===== src/rtl/alu_test_sequencer.sv =====
// Vector-driven ALU test sequencer: fetches operands/expected results from a registered ROM,
// drives the ALU, compares after LAT cycles and tracks errors, in auto-run or single-step mode.
module alu_test_sequencer #(
  parameter int DW      = 12,
  parameter int RW      = 15,
  parameter int FW      = 4,
  parameter int AW      = 4,
  parameter int NUM_VEC = 16,
  parameter int LAT     = 1
) (
  input  logic          clock,
  input  logic          reset_n,
  input  logic          start,
  input  logic          mode,
  input  logic          step,
  output logic [AW-1:0] vec_addr,
  input  logic [DW-1:0] a_in,
  input  logic [DW-1:0] b_in,
  input  logic [FW-1:0] funct_in,
  input  logic [RW-1:0] exp_in,
  output logic [DW-1:0] dut_a,
  output logic [DW-1:0] dut_b,
  output logic [FW-1:0] dut_sel,
  input  logic [RW-1:0] dut_result,
  output logic          mismatch,
  output logic [7:0]    err_cnt,
  output logic [AW-1:0] first_fail_addr,
  output logic          fail_valid,
  output logic          busy,
  output logic          done,
  output logic          pass
);

  typedef enum logic [2:0] {
    IDLE  = 3'd0,
    FETCH = 3'd1,
    APPLY = 3'd2,
    WAIT  = 3'd3,
    CHECK = 3'd4,
    HOLD  = 3'd5,
    DONE  = 3'd6
  } state_t;

  localparam logic [AW-1:0] LAST   = AW'(NUM_VEC - 1);
  localparam logic [2:0]    LAT_M1 = 3'((LAT > 0) ? LAT - 1 : 0);

  state_t        state, state_nxt;
  logic [2:0]    wait_cnt;
  logic [RW-1:0] exp_q;
  logic          fail_now;

  assign fail_now = (dut_result != exp_q);

  always_ff @(posedge clock or negedge reset_n) begin
    if (!reset_n) state <= IDLE;
    else          state <= state_nxt;
  end

  always_comb begin
    state_nxt = state;
    case (state)
      IDLE, DONE: if (start) state_nxt = FETCH;
      FETCH:      state_nxt = APPLY;
      APPLY:      state_nxt = (LAT > 0) ? WAIT : CHECK;
      WAIT:       if (wait_cnt == LAT_M1) state_nxt = CHECK;
      CHECK: begin
        if (vec_addr == LAST) state_nxt = DONE;
        else if (mode)        state_nxt = FETCH;
        else                  state_nxt = HOLD;
      end
      HOLD:       if (step) state_nxt = FETCH;
      default:    state_nxt = IDLE;
    endcase
  end

  always_comb begin
    busy = (state != IDLE) && (state != DONE);
    done = (state == DONE);
    pass = (state == DONE) && (err_cnt == 8'd0);
  end

  always_ff @(posedge clock or negedge reset_n) begin
    if (!reset_n) begin
      vec_addr        <= '0;
      dut_a           <= '0;
      dut_b           <= '0;
      dut_sel         <= '0;
      exp_q           <= '0;
      wait_cnt        <= '0;
      mismatch        <= 1'b0;
      err_cnt         <= '0;
      first_fail_addr <= '0;
      fail_valid      <= 1'b0;
    end else begin
      mismatch <= 1'b0;
      case (state)
        IDLE, DONE: if (start) begin
          vec_addr        <= '0;
          err_cnt         <= '0;
          first_fail_addr <= '0;
          fail_valid      <= 1'b0;
        end
        APPLY: begin
          dut_a    <= a_in;
          dut_b    <= b_in;
          dut_sel  <= funct_in;
          exp_q    <= exp_in;
          wait_cnt <= '0;
        end
        WAIT: wait_cnt <= wait_cnt + 3'd1;
        CHECK: begin
          if (fail_now) begin
            mismatch <= 1'b1;
            if (err_cnt != 8'hFF) err_cnt <= err_cnt + 8'd1;
            if (!fail_valid) begin
              first_fail_addr <= vec_addr;
              fail_valid      <= 1'b1;
            end
          end
          // mode is only consulted here, so a mid-run change affects just this decision
          if (vec_addr != LAST && mode) vec_addr <= vec_addr + AW'(1);
        end
        HOLD: if (step) vec_addr <= vec_addr + AW'(1);
        default: ;
      endcase
    end
  end

endmodule

===== config.mk =====
export PLATFORM = sky130hd
export DESIGN_NAME = alu_test_sequencer
export DESIGN_NICKNAME = d
export VERILOG_FILES = /design/src/rtl/alu_test_sequencer.sv
export SDC_FILE = /design/constraint.sdc
export NUM_CORES = 1
export LEC_CHECK = 0
export BUFFER_PORTS_ARGS = -buffer_cell sky130_fd_sc_hd__buf_2
export CAP_MARGIN = 10
export CORE_UTILIZATION = 45
export DETAILED_ROUTE_END_ITERATION = 7
export PLACE_DENSITY = 0.73
export REMOVE_ABC_BUFFERS = 1
export SYNTH_ARGS = -nofsm -noshare
export SYNTH_HDL_FRONTEND = slang
export SYNTH_SLANG_ARGS = --single-unit

===== constraint.sdc =====
create_clock -name clock -period 1.9 [get_ports clock]
set_clock_uncertainty 0.1 [all_clocks]
set_input_delay 0.19 -clock clock [delete_from_list [all_inputs] [get_ports clock]]
set_output_delay 0.19 -clock clock [all_outputs]
set_load 0.01 [all_outputs]

After elaboration in Yosys (flattened, before gate mapping):

Cells that the tools add are included.

* add/sub/neg operators: 3
* eq/ne operators: 18
* multiplexer cells: 23
* reduce and logical (&&, ||, !) cells: 16

Operators by type and width (number)
* 2-to-1 mux 8 bit: 3
* 2-to-1 mux 4 bit: 5
* case mux 3 bit (6 select lines): 1
* case mux 8 bit (2 select lines): 1
* 2-to-1 mux 3 bit: 5
* != test 15 bit: 1
* != test 2 bit, second input constant: 7
* case mux 4 bit (3 select lines): 1
* AND reduction 4 bit: 3
* equality test 3 bit, second input constant: 3
* adder 8 x 1 -> 8 bit, second input constant: 1
* logical NOT 8 bit: 1
* != test 8 bit, second input constant: 1
* case mux 4 bit (2 select lines): 1
* equality test 3 x 2 -> 1 bit, second input constant: 2
* logical NOT 3 bit: 2
* case mux 3 bit (2 select lines): 1
* AND reduction 3 bit: 2
* nonzero test 3 bit: 2
* adder 4 x 1 -> 4 bit, second input constant: 1
* equality test 4 bit, second input constant: 1
* 2-to-1 mux 1 bit: 4
* != test 4 bit, second input constant: 1
* nonzero test 2 bit: 2
* 6 further kinds: 8

* register bits: 67
* input bits: 63
* output and inout bits: 49
* logic and storage cells: 71

Longest topological paths before layout:

* depth in word-level cells: 4
* mapped depth: 7
* depth with buffers taken out: 7

Worst setup path after synthesis:

No wires, ideal clock.

* path kind: flip-flop to flip-flop
* start: reg vec_addr[0]
* end: reg vec_addr[0]
* setup time: 125 ps
* arrival time: 1536 ps
* required time: 1675 ps
* path slack: 139 ps
* cell stages (with the launch flop): 6
* buffers on the path: 0
* period minus slack after synthesis: 1761 ps
* cell sequence: dfrtp_1 -> ha_1 -> and3_1 -> o31ai_1 -> a211oi_1 -> mux2_2

* word-level cells in the longest chain between the ends: 4
* elaborated cells on any way between the ends: 8
* classes of those cells: 1 x add/sub; 2 x eq/ne; 3 x mux; 2 x reduce/logical

RTL lines
* from (decl): RTL line 16 `output logic [AW-1:0] vec_addr,`
* from (signal assigned): RTL line 121 `if (vec_addr != LAST && mode) vec_addr <= vec_addr + AW'(1);`
* from (signal assigned): RTL line 123 `HOLD: if (step) vec_addr <= vec_addr + AW'(1);`
* branches (longest 4 deep; another with adder 4 x 1 -> 4 bit)

Parallel ways; which one is timed is not known. The select of a mux whose other input is x is not followed.
A chain may end at the register's enable or synchronous reset.

Worst setup path in the final report:

* start: reg exp_q[11]
* end: reg err_cnt[1]

* word-level cells in the longest chain between the ends: 3

RTL lines
* from (decl): RTL line 49 `logic [RW-1:0] exp_q;`
* from (signal assigned): RTL line 107 `exp_q <= exp_in;`
* != test 15 bit: RTL line 52 `assign fail_now = (dut_result != exp_q);`
* != test 2 bit (no source line)
* AND reduction 4 bit (no source line)
* to (signal assigned): RTL line 114 `if (err_cnt != 8'hFF) err_cnt <= err_cnt + 8'd1;`
* to (decl): RTL line 26 `output logic [7:0] err_cnt,`

Every way passes these cells.

==> metrics.yaml <==
clockBufferDepth: 2
antenna_left: 0
power_frac_clock_pct: 20.6
start_util_pct: 47.0
dpl_cell_area_um2: 4010
yosys.cell_types.count: 52
drive_above_1_share_pct: 47.0
htree_levels: 3
fp.dieArea_um2: 7520
hold_viol_final: 0
core-area_um2: 6870
sw_frac_of_total_pct: 35.1
io_pins: 112
finalCritPeriodShare_pct: 98.8
critPathKind: "reg -> reg"
worstHoldPathType: "in -> reg"
row_count: 30
crit_path_max_incr_delay_ns: 0.41
rr_startpoint: "exp_q[11]$_DFFE_PN0N_"
cts-buffers-inserted: 9
fin_area_um2: 4800
grt_pass1_wl_um: 13600
status: "finished clean"
cts_tree: "built"
grt_overflow: 0
start_kind: "flip-flop"
postSynth.asyncResetShare_pct: 100
synthDominantCellAreaShare_pct: 51.9
finalSetupViolCount: 0
syn2layout_area_growth_pct: 48.5
hold_start: "step"
p_seq_share_pct: 35.0
dr.pass1.iters: 6
place.gp.congestion: 0.809
fmax_mhz: 533
syn_area_um2: 3230
cts_root_buffer: "clkbuf_8"
cp.arrival_ns: 2.02
antenna_found_initial: 0
numPortBuffers: 111
synth_edf_count: 0
hpwl_um: 5360
crit_start: "exp_q[11]$_DFFE_PN0N_"
cp_max_fo: 17
clk_pin_slew_ns: 0.08
tightest_slew_ns: 0.478
routed-via-count: 2822
avgSynthCellArea_um2: 11.9
layout.nets: 518
grt_max_degree: 49
path_cells: "xor2_1 -> nor4_2 -> nand4_2 -> buf_8 -> and2_4 -> a32o_1"
switchingPower_mw: 2.46
leakagePower_nw: 2.30
drtIter0Drc: 148
via_per_inst: 5.11
yosys.area.top_type: "dfrtp_1"
yosys-top-cells-count: "dfrtp_1, mux2_2, nand2_1, xor2_1, o21ai_0"
synthFlopType: "dfrtp_1"
critPathCaptureType: "flip-flop"
combPwrFrac_pct: 44.3
routed_wirelength_um: 8760
drc_errors: 0
yosys_warnings: 0
die_x_um: 86.7
yosysMostFrequentCell: "dfrtp_1"
syn_inst: 271
wire_per_inst_um: 15.9
power_density_nw_per_um2: 1470
period_needed_ns: 1.88
rsz0062_at_grt: "yes"
cp.required_ns: 2.04
insertion_delay_ns: 0.36
final.fill_count: 482
cp_slowest_cell: "dfrtp_1"
final_util_pct: 69.8
maxCapViolCount: 0
ys_ff_latch: 67
slew_headroom_pct: 68.1
synthTopCellsByArea: "dfrtp_1, mux2_2, xor2_1"
maxSlewViolCount: 0
grt_usage_pct: 24.0
peakVddDrop_mv: 1.07
grt_pass1_vias: 2778
intPower_mw: 4.56
fp.dieH_um: 86.7
seq_area_frac_synth_pct: 51.9
numClockSinks: 67
-- final cells by class --
| class | count | area (um2) | share of cell area [%] |
|---|---|---|---|
| clock buffer | 10 | 128 | 2.66 |
| antenna | 1 | 2.50 | 0.0522 |
| inverter | 7 | 28.8 | 0.600 |
| multi-input combinational | 184 | 1500 | 31.2 |
| timing repair buffer | 181 | 1230 | 25.6 |
| tap | 96 | 120 | 2.50 |
| sequential | 67 | 1680 | 35.0 |
| clock inverter | 6 | 114 | 2.37 |
-- logic make-up after synthesis --
kind of cell               Yosys count  synth area share [%]
buffers and inverters               20                  2.91
xor gates and xnor gates            15                  4.07
muxes                               44                  15.3
DFF                                 67                  51.9
adders and majority gates            5                  1.94
and+or+nand+nor                     75                  13.4
AOI/OAI and AO/OA                   45                  10.4
-- power by group through the flow --
stage,logic [mW],clock network [mW],registers (mW)
after floorplan,1.60,0,2.64
after global placement,2.80,0,2.41
after detailed placement,2.86,0,2.44
after CTS,3.03,1.46,2.43
after global routing,3.40,1.55,2.53
final,3.12,1.45,2.46
-- stage by stage --
step	setup WS, ns	hold slack [ns]	cells	setup TNS (ns)	total power, mW
after CTS	0.00365	0.0766	546	0	6.91
after detailed placement	0.0812	0.0817	483	0	5.31
after global placement	0.0998	0.0775	483	0	5.20
after global routing	-0.106	0.0738	551	-0.672	7.47
after floorplan	-1.28	-0.206	258	-55.23	4.24
final	0.0224	0.0780	552	0	7.03
-- placed cells by master, fill, tap and decap left out, types with 2 or more instances in the layout --
cell / netlist / routed
buf_2: 9 / 111
dfrtp_1: 67 / 66
mux2_2: 44 / 44
dlygate4sd3_1: 0 / 44
nand2_1: 24 / 24
buf_4: 0 / 22
xor2_1: 15 / 15
o21ai_0: 10 / 9
clkbuf_8: 0 / 9
nor2_1: 9 / 8
inv_1: 7 / 6
nand3_1: 6 / 6
a22o_1: 6 / 6
nand2b_1: 5 / 5
a21oi_1: 5 / 5
ha_1: 5 / 5
and3_1: 4 / 4
nand4_1: 4 / 4
nor4_2: 3 / 3
nor3_1: 3 / 3
nor4b_2: 1 / 3
o21ai_1: 2 / 3
bufinv_16: 0 / 3
and4_1: 2 / 2
nor2b_1: 2 / 2
a31oi_1: 2 / 2
and2_1: 2 / 2
o31ai_1: 3 / 2
clkinvlp_4: 0 / 2
buf_12: 0 / 2
-- routing by layer --
metal | vias up | global-route usage (%) | wire length [um]
li1 | 1352 | - | -
met4 | 0 | 7.27 | 172
met5 | - | 0 | 0
met3 | 15 | 7.43 | 428
met1 | 1366 | 27.8 | 3550
met2 | 89 | 42.6 | 4610
-- sequential cells by signal (all words and copies together) (netlist names) --
signal           flops
mismatch             1
fail_valid           1
state                3
dut_b               12
exp_q               15
dut_a               12
wait_cnt             3
vec_addr             4
first_fail_addr      4
err_cnt              8
dut_sel              4
-- path summary, 6_finish.rpt --
check                                          to  slack, ns  cells past startpoint
hold / removal               state[2]$_DFFE_PN0P_       0.08                      4
setup reg to reg           err_cnt[1]$_DFFE_PN0P_       0.02                      6
max in group asynchronous    state[1]$_DFFE_PN0P_       0.84                      3
hold reg to reg              dut_a[0]$_DFFE_PN0N_       0.41                      1
min in group asynchronous    dut_b[7]$_DFFE_PN0N_       0.23                      2
setup / recovery           err_cnt[1]$_DFFE_PN0P_       0.02                      6
-- critical path: cells and delay by family, from the launching register on --
kind,cells,cell delay [ns]
and+or+nand+nor,3,0.65
DFF,1,0.41
AOI/OAI and AO/OA,1,0.24
xor gates and xnor gates,1,0.19
buffers and inverters,1,0.18
-- what timing repair did --
item | CTS | global route
pin swaps | 0 | 2
endpoints found under the hold margin | 62 | 0
setup endpoints to repair | 1 | 15
gates resized for setup | 4 | 8
setup buffers | 3 | 5
hold buffers | 44 | 0
(Power assumes the default switching activity.)
